===== src/rtl/wave_display_reader_pkg.sv =====
// Shared constants and types for the waveform display read path.
package wave_display_reader_pkg;
  localparam logic [10:0] WIN_X0 = 11'd256;
  localparam int          WIN_W  = 512;
  localparam int          WIN_H  = 512;

  typedef enum logic {
    WD_IDLE   = 1'b0,
    WD_RENDER = 1'b1
  } wd_state_e;

  localparam logic [7:0] WD_ON  = 8'hFF;
  localparam logic [7:0] WD_OFF = 8'h00;
endpackage


===== src/rtl/dffr_n.sv =====
// Generic register with asynchronous active-low reset and load enable.
module dffr_n #(
  parameter int                DATA_W  = 1,
  parameter logic [DATA_W-1:0] RST_VAL = '0
) (
  input  logic              clk,
  input  logic              rst_n,
  input  logic              en,
  input  logic [DATA_W-1:0] d,
  output logic [DATA_W-1:0] q
);
  always_ff @(posedge clk or negedge rst_n) begin
    if (!rst_n)  q <= RST_VAL;
    else if (en) q <= d;
  end
endmodule


===== src/rtl/wave_display_reader.sv =====
// Reads one buffer half of the waveform RAM per VGA pixel and draws a
// connected trace inside the display window, two cycles behind the pixel.
module wave_display_reader #(
  parameter logic [10:0] X0    = wave_display_reader_pkg::WIN_X0,
  parameter int          WIN_W = wave_display_reader_pkg::WIN_W,
  parameter int          WIN_H = wave_display_reader_pkg::WIN_H
) (
  input  logic        clk,
  input  logic        reset,
  input  logic [10:0] x,
  input  logic [9:0]  y,
  input  logic        valid,
  input  logic        read_index,
  input  logic [7:0]  read_value,
  output logic [8:0]  read_address,
  output logic        valid_pixel,
  output logic [7:0]  r,
  output logic [7:0]  g,
  output logic [7:0]  b,
  output logic        wave_display_idle
);
  import wave_display_reader_pkg::*;

  localparam logic [11:0] X_LO  = {1'b0, X0};
  localparam logic [11:0] X_HI  = X_LO + 12'(WIN_W);
  localparam logic [9:0]  Y_END = 10'(WIN_H);

  function automatic logic in_span(input logic [7:0] row, input logic [7:0] a,
                                   input logic [7:0] c);
    logic [7:0] lo;
    logic [7:0] hi;
    lo = (a < c) ? a : c;
    hi = (a < c) ? c : a;
    return (row >= lo) && (row <= hi);
  endfunction

  wd_state_e   state;
  wd_state_e   state_nxt;
  logic        state_q;
  logic        latched_index;
  logic        idle_nxt;
  logic        in_win;
  logic        frame_start;
  logic        frame_end;
  logic [10:0] x_off;
  logic [7:0]  sample_index;

  logic [10:0] x_p1;
  logic [7:0]  row_p1;
  logic [7:0]  si_p1;
  logic        vld_p1;
  logic [7:0]  si_last;
  logic [7:0]  cur_p1;
  logic [7:0]  prev_p1;
  logic [7:0]  cur_nxt;
  logic [7:0]  prev_nxt;
  logic        lit;
  logic [7:0]  rgb_p1;
  logic        vld_p2;
  logic [7:0]  rgb_p2;

  // Stage 0: window decode and RAM address
  assign in_win       = valid && ({1'b0, x} >= X_LO) && ({1'b0, x} < X_HI) && (y < Y_END);
  assign x_off        = x - X0;
  assign sample_index = in_win ? 8'(x_off >> 1) : 8'd0;
  // While idle the buffer half tracks the writer directly; a frame freezes it.
  assign read_address = {(state == WD_IDLE) ? read_index : latched_index, sample_index};

  assign frame_start = valid && (x == X0) && (y == 10'd0);
  assign frame_end   = valid && (y == Y_END);
  assign state       = wd_state_e'(state_q);

  always_comb begin
    state_nxt = state;
    case (state)
      WD_IDLE:   if (frame_start) state_nxt = WD_RENDER;
      WD_RENDER: if (frame_end)   state_nxt = WD_IDLE;
      default:   state_nxt = WD_IDLE;
    endcase
  end
  assign idle_nxt = (state_nxt == WD_IDLE);

  dffr_n #(.DATA_W(1), .RST_VAL(1'b0)) u_state (.clk(clk), .rst_n(reset), .en(1'b1),
    .d(state_nxt), .q(state_q));
  dffr_n #(.DATA_W(1), .RST_VAL(1'b1)) u_idle (.clk(clk), .rst_n(reset), .en(1'b1),
    .d(idle_nxt), .q(wave_display_idle));
  dffr_n #(.DATA_W(1), .RST_VAL(1'b0)) u_lidx (.clk(clk), .rst_n(reset),
    .en(state == WD_IDLE), .d(read_index), .q(latched_index));

  dffr_n #(.DATA_W(11)) u_x_p1   (.clk(clk), .rst_n(reset), .en(1'b1), .d(x), .q(x_p1));
  dffr_n #(.DATA_W(8))  u_row_p1 (.clk(clk), .rst_n(reset), .en(1'b1), .d(y[8:1]), .q(row_p1));
  dffr_n #(.DATA_W(8))  u_si_p1  (.clk(clk), .rst_n(reset), .en(1'b1), .d(sample_index), .q(si_p1));
  dffr_n #(.DATA_W(1))  u_vld_p1 (.clk(clk), .rst_n(reset), .en(1'b1), .d(in_win), .q(vld_p1));

  // Stage 1: sample arrives; invert so larger samples plot higher
  always_comb begin
    cur_nxt  = 8'd255 - read_value;
    prev_nxt = prev_p1;
    if (x_p1 == X0)            prev_nxt = cur_nxt;
    else if (si_p1 != si_last) prev_nxt = cur_p1;
  end

  assign lit    = vld_p1 && in_span(row_p1, prev_nxt, cur_nxt);
  assign rgb_p1 = lit ? WD_ON : WD_OFF;

  dffr_n #(.DATA_W(8)) u_cur  (.clk(clk), .rst_n(reset), .en(vld_p1), .d(cur_nxt), .q(cur_p1));
  dffr_n #(.DATA_W(8)) u_prev (.clk(clk), .rst_n(reset), .en(vld_p1), .d(prev_nxt), .q(prev_p1));
  dffr_n #(.DATA_W(8)) u_sil  (.clk(clk), .rst_n(reset), .en(vld_p1), .d(si_p1), .q(si_last));

  // Stage 2: registered pixel outputs
  dffr_n #(.DATA_W(1)) u_vld_p2 (.clk(clk), .rst_n(reset), .en(1'b1), .d(vld_p1), .q(vld_p2));
  dffr_n #(.DATA_W(8)) u_rgb_p2 (.clk(clk), .rst_n(reset), .en(1'b1), .d(rgb_p1), .q(rgb_p2));

  assign valid_pixel = vld_p2;
  assign r = rgb_p2;
  assign g = rgb_p2;
  assign b = rgb_p2;
endmodule


===== config.mk =====
export PLATFORM = sky130hd
export DESIGN_NAME = wave_display_reader
export DESIGN_NICKNAME = d
export VERILOG_FILES = /design/src/rtl/wave_display_reader_pkg.sv /design/src/rtl/dffr_n.sv /design/src/rtl/wave_display_reader.sv
export SDC_FILE = /design/constraint.sdc
export NUM_CORES = 1
export LEC_CHECK = 0
export ABC_AREA = 1
export CORE_MARGIN = 5
export CORE_UTILIZATION = 30
export CTS_CLUSTER_DIAMETER = 200
export CTS_CLUSTER_SIZE = 25
export DETAILED_ROUTE_END_ITERATION = 10
export SYNTH_ARGS = -nofsm -noshare
export SYNTH_HDL_FRONTEND = slang
export SYNTH_SLANG_ARGS = --single-unit

===== constraint.sdc =====
create_clock -name clk -period 3.3 [get_ports clk]
set_input_delay 0.66 -clock clk [delete_from_list [all_inputs] [get_ports clk]]
set_output_delay 0.66 -clock clk [all_outputs]
set_load 0.005 [all_outputs]

# Word-level counts from Yosys, hierarchy flattened
# Index checks and enable logic that the tools add are counted.
# word_totals
regBits	64
word_cells	45
# op_classes
n_addsub	2
order_cmp	6
eq_ne	4
n_mux	10
n_bitwise	2
n_reduce_logical	9
# ops
operator	n
two-way mux 8 bit	6
== test 11 x 9 -> 1 bit (second input constant)	2
greater-or-equal comparator 11 x 9 -> 1 bit (second input constant)	1
< comparator 11 x 10 -> 1 bit (second input constant)	1
== test 10 bit (second input constant)	1
logical NOT 10 bit	1
< comparator 10 bit (second input constant)	1
subtractor 9 bit (second input constant)	1
greater-or-equal comparator 8 bit	1
less-or-equal comparator 8 bit	1
logical AND 1 bit	8
< comparator 8 bit	1
inequality test 8 bit	1
subtractor 8 bit (first input constant)	1
two-way mux 1 bit	3
NOT 1 bit	2
one-hot mux 1 bit (2 select lines)	1

# Logic depth before layout (Yosys ltp)
# depth
word_depth	9
mapped_depth	31
mapped_depth_nobuf	30

# Cells and area by module
# Synthesis repeated with hierarchy kept, for this count alone.
# hier_totals
cells_unflattened	551
hier_area_um2	3911.3
# by_module_without_submodules
module	instances	cells_per_inst	area_per_inst_um2	seq_area_each_um2
dffr_n (u_cur ...)	6	34	305.3	200.2
wave_display_reader	1	275	1456.4	0.0
dffr_n (u_x_p1)	1	47	421.7	275.3
dffr_n (u_lidx ...)	4	5	40.0	25.0
dffr_n (u_idle)	1	5	41.3	26.3

# Worst setup path before layout
# OpenSTA, ideal clock, no wires.
# synth_path
path_type	reg2reg
from	register u_x_p1.q[5]
to	register u_rgb_p2.q[6]
setup_time_ns	0.126
arrival_time_ns	3.570
slack_ns	-0.396
stages_incl_launch_ff	22
n_path_buf	2
path_cell_list	dfrtp_1 nor4_1 nand3_1 clkbuf_1 o21ai_1 inv_1 ha_1 a21oi_1 nor2_1 a211oi_2 clkbuf_1 nand3_1 nand2_1 ha_1 a21boi_0 o21a_1 o21ai_0 nand2_1 nand3_1 nand2_1 nand3_1 a211oi_1
# synth_between
elab_chain_len	8
# synth_rtl
element	line	text
start, declared	dffr_n.sv:10	output logic [DATA_W-1:0] q
start signal, assigned	dffr_n.sv:13	if (!rst_n) q <= RST_VAL;
start signal, assigned	dffr_n.sv:14	else if (en) q <= d;
== test 11 x 9 -> 1 bit (*)	wave_display_reader.sv:99	if (x_p1 == X0) prev_nxt = cur_nxt;
two-way mux 8 bit (*)	wave_display_reader.sv:99	
named net prev_nxt[5]	wave_display_reader.sv:56	logic [7:0] prev_nxt;
< comparator 8 bit	wave_display_reader.sv:32, wave_display_reader.sv:33	
two-way mux 8 bit (on tied branches)	wave_display_reader.sv:32, wave_display_reader.sv:33	
greater-or-equal comparator 8 bit / less-or-equal comparator 8 bit (equally long branches)	wave_display_reader.sv:34	return (row >= lo) && (row <= hi);
logical AND 1 bit (*)	wave_display_reader.sv:34	
logical AND 1 bit (*)	wave_display_reader.sv:103	assign lit = vld_p1 && in_span(row_p1, prev_nxt, cur_nxt);
named net lit	wave_display_reader.sv:57	logic lit;
two-way mux 8 bit (*)	wave_display_reader.sv:104	assign rgb_p1 = lit ? WD_ON : WD_OFF;
end signal, assigned	dffr_n.sv:13	
end signal, assigned	dffr_n.sv:14	
end, declared	dffr_n.sv:10	
# The timed path passes the listed nets; every way through them passes the cells marked *.
# A chain may end at the register's enable or synchronous reset.

# Final worst setup path
# layout_path
from	register u_x_p1.q[6]
to	register u_rgb_p2.q[6]
# The elaborated chain is that of the path after synthesis.

==> results.txt <==
# port buffers = 67
GPL Wtd Cong = 0.796
core area = 0.0103 sq mm
leakage = 2.30 nW
initial antenna violation count = 0
post-layout minimum cycle time = 3510 ps
Mapped Nets = 436
Initial Util = 30.6%
dominant synthesized flop cell = dfrtp_1
Ports = 68
Syn Area/Cell = 8.27 sq um
leading area contributor after synthesis = dfrtp_1
RSZ-0062 raised after global routing = yes
maximum fanout along the worst path = 8
crit path launch type = register
mux share of post-synthesis cell area = 0%
grt total ovfl = 0
die footprint = 0.0126 sq mm
clock share of power = 25.7%
Seq/Total Area, Yosys = 45.4%
H-tree depth = 3
Synth warnings = 0
Crit. End Element = register
clk_skew = 8.19 ps
die height = 112 microns
Layout area overhead = 49.1%
Routed WL per cell = 13.0 microns
max_cap viols = 0
FFs w/ async S/R, synth = 100%
worst-case hold slack = 364 ps
min-delay worst type = in -> async
synthesized instance count = 380
upper clock frequency limit = 285 MHz
DRT Wirelength = 8110 microns
Final Hold Viols = 0
Routed met3 length = 175 microns
vias per inst = 4.38
Area contributors post-synth = dfrtp_1, nand2_1, ha_1
first-pass GRT wire length = 13,000 microns
highest routed layer = met4
GRT Resource Usage Total = 12.7%
Post-Synth XOR/XNOR Area = 1.39%
Synth Area in Simple Gates = 24.2%
Post-DP HPWL = 5780 microns
vias in the first global route = 2,735
sequential share of power = 28.7%
row count = 37
NetSw = 1.02 mW
Metal-1 WL = 3850 microns
P_int = 1.86 mW
Initial DRC Count = 128
Overall Power = 2.89 mW
Yosys cell types = 31
Setup TNS = -213 ps
Worst EP arrival = 3760 ps
relative slew slack = 53.2%
metal2 WL = 3950 microns
status = complete, but fails checks
Gate power share = 45.6%
fin. max-slew vios = 0
layout cells sized above 1 = 25.4%
Ant. Diodes = 0
routed vias = 2,738
CTS tree = built
Final Cycle Share = 106%
PwrDens = 616 mW/mm^2
WP data required = 3550 ps
setup ws final = -213 ps
largest family of logic cells by synthesized area = simple AND/OR/NAND/NOR gates
top cell type's share of synthesized area = 44.6%
EDFF count, synth = 0
Final Net Count = 540
Compound-Gate Fraction of Synth Area = 7.65%
hold_buf cts = 0
clk buf depth = 2
Post-Synth Adder-Cell Area = 9.16%
Final ANT Viol Nets = 0
VDD IR-drop max = 247 uV
Util after Layout = 45.6%
largest net degree at the start of global routing = 32
worst-margin pin slew = 702 ps
failing checks = setup timing
TritonCTS buffer count = 9
Die W = 112 microns
Clk Latency, worst-skew pair = 340 ps
Syn Std Cell Area = 0.00314 sq mm
Worst Setup Path Type = reg -> reg
Sw Share = 35.4%
Clock Sinks = 57
final setup vio count = 1
clock slew at reported path FFs = 80 ps
Remaining DRCs = 0
clock root cell = clkbuf_8
TritonRoute pass-1 iters = 4
setup slack at placement = -448 ps
flops & latches, synth = 57
what timing repair did:
item,in CTS,in global routing
cloned,2,0
endpoints found under the setup margin,1,1
gates resized for setup,34,26
pin swaps,24,28
setup buffers,12,12
state kept, by name (all words and copies together) (netlist names):
signal and count:
u_prev.q 8, u_sil.q 8, u_state.q 1, u_row_p1.q 8, u_cur.q 8, u_vld_p1.q 1
u_lidx.q 1, u_idle.q 1, u_si_p1.q 8, u_vld_p2.q 1, u_rgb_p2.q 1, u_x_p1.q 11
layer usage:
metal / global-route usage (%) / up-vias
li1: - / 1409
met1: 16.1 / 1272
met2: 21.0 / 46
met3: 2.16 / 11
met4: 6.01 / 0
met5: 0 / -
stage by stage:
step	cells	cell area, sq um
detailed placement	584	4040
finish	625	4680
global placement	584	4040
floorplan	380	3200
global route	625	4680
CTS	614	4500
worst paths after layout:
check	start	to	slack (ps)	depth (start not counted)
worst max-delay path	u_x_p1.q[6]	u_rgb_p2.q[6]	-210	24
worst min-delay path	reset	u_si_p1.q[0]	360	1
worst max register to register	u_x_p1.q[6]	u_rgb_p2.q[6]	-210	24
worst min register to register	u_lidx.q	u_lidx.q	490	2
max in group asynchronous	reset	u_idle.q	2190	2
min in group clk	u_lidx.q	u_lidx.q	490	2
placed cells by master (no fill, tap or decap), types with 6 or more instances in the layout:
master / netlist / final
nand2_1: 114 / 107
inv_1: 44 / 37
clkbuf_8: 0 / 9
dfrtp_1: 56 / 56
o21ai_0: 26 / 21
inv_2: 0 / 6
nand3_1: 29 / 23
nand2_4: 3 / 7
ha_1: 23 / 17
nor2_1: 14 / 11
buf_4: 23 / 49
nand3_2: 0 / 6
clkdlybuf4s50_1: 0 / 66
nand2_2: 2 / 7
area by class of cell:
type | instances | area, sq um
tap | 136 | 170
timing repair buffer | 122 | 1100
fill | 976 | 5590
sequential | 57 | 1430
inverter | 45 | 171
clock buffer | 9 | 124
clock inverter | 7 | 103
multi-input combinational | 249 | 1580
power by group through the flow:
stage | registers, mW | logic, mW | clock network [mW]
after floorplan | 0.825 | 0.658 | 0
after CTS | 0.826 | 1.17 | 0.761
after global placement | 0.833 | 0.966 | 0
final | 0.827 | 1.32 | 0.743
after global routing | 0.837 | 1.47 | 0.793
after detailed placement | 0.837 | 0.997 | 0
worst max-delay path, stage by stage, from the launching register on:
cell      delay (ps)
dfrtp_1          380
nor4_2           290
nand3_1          140
buf_6            180
buf_8            140
o21ai_4          160
inv_2             60
ha_4             230
nand2_4           80
nor2_4            40
a211oi_4         280
buf_4            180
nand2_4           50
nand2_2           70
nand2_2           60
ha_4             260
inv_2             30
a21boi_2         120
o21a_1           130
o21ai_1           50
nand2_1           70
nand3_1           60
nand2_1           70
nand3_2           70
a211oi_2         220
logic make-up (layout without fill, tap and decap cells):
group / Yosys count / after routing
xor gates and xnor gates: 5 / 5
adders and majority gates: 23 / 23
DFF: 57 / 57
AOI/OAI and AO/OA: 44 / 44
and+or+nand+nor: 175 / 177
buffers and inverters: 76 / 183
Yosys cell counts, types with 2 or more instances:
| library cell | instances |
|---|---|
| nand2_1 | 114 |
| dfrtp_1 | 56 |
| inv_1 | 44 |
| nand3_1 | 29 |
| o21ai_0 | 26 |
| buf_4 | 23 |
| ha_1 | 23 |
| nor2_1 | 14 |
| a21oi_1 | 7 |
| clkbuf_1 | 6 |
| nor4_1 | 6 |
| o21ai_1 | 5 |
| xnor2_1 | 5 |
| nand2_4 | 3 |
| nand2_2 | 2 |
| nand4_1 | 2 |
Power figures use the tool's default switching activity.
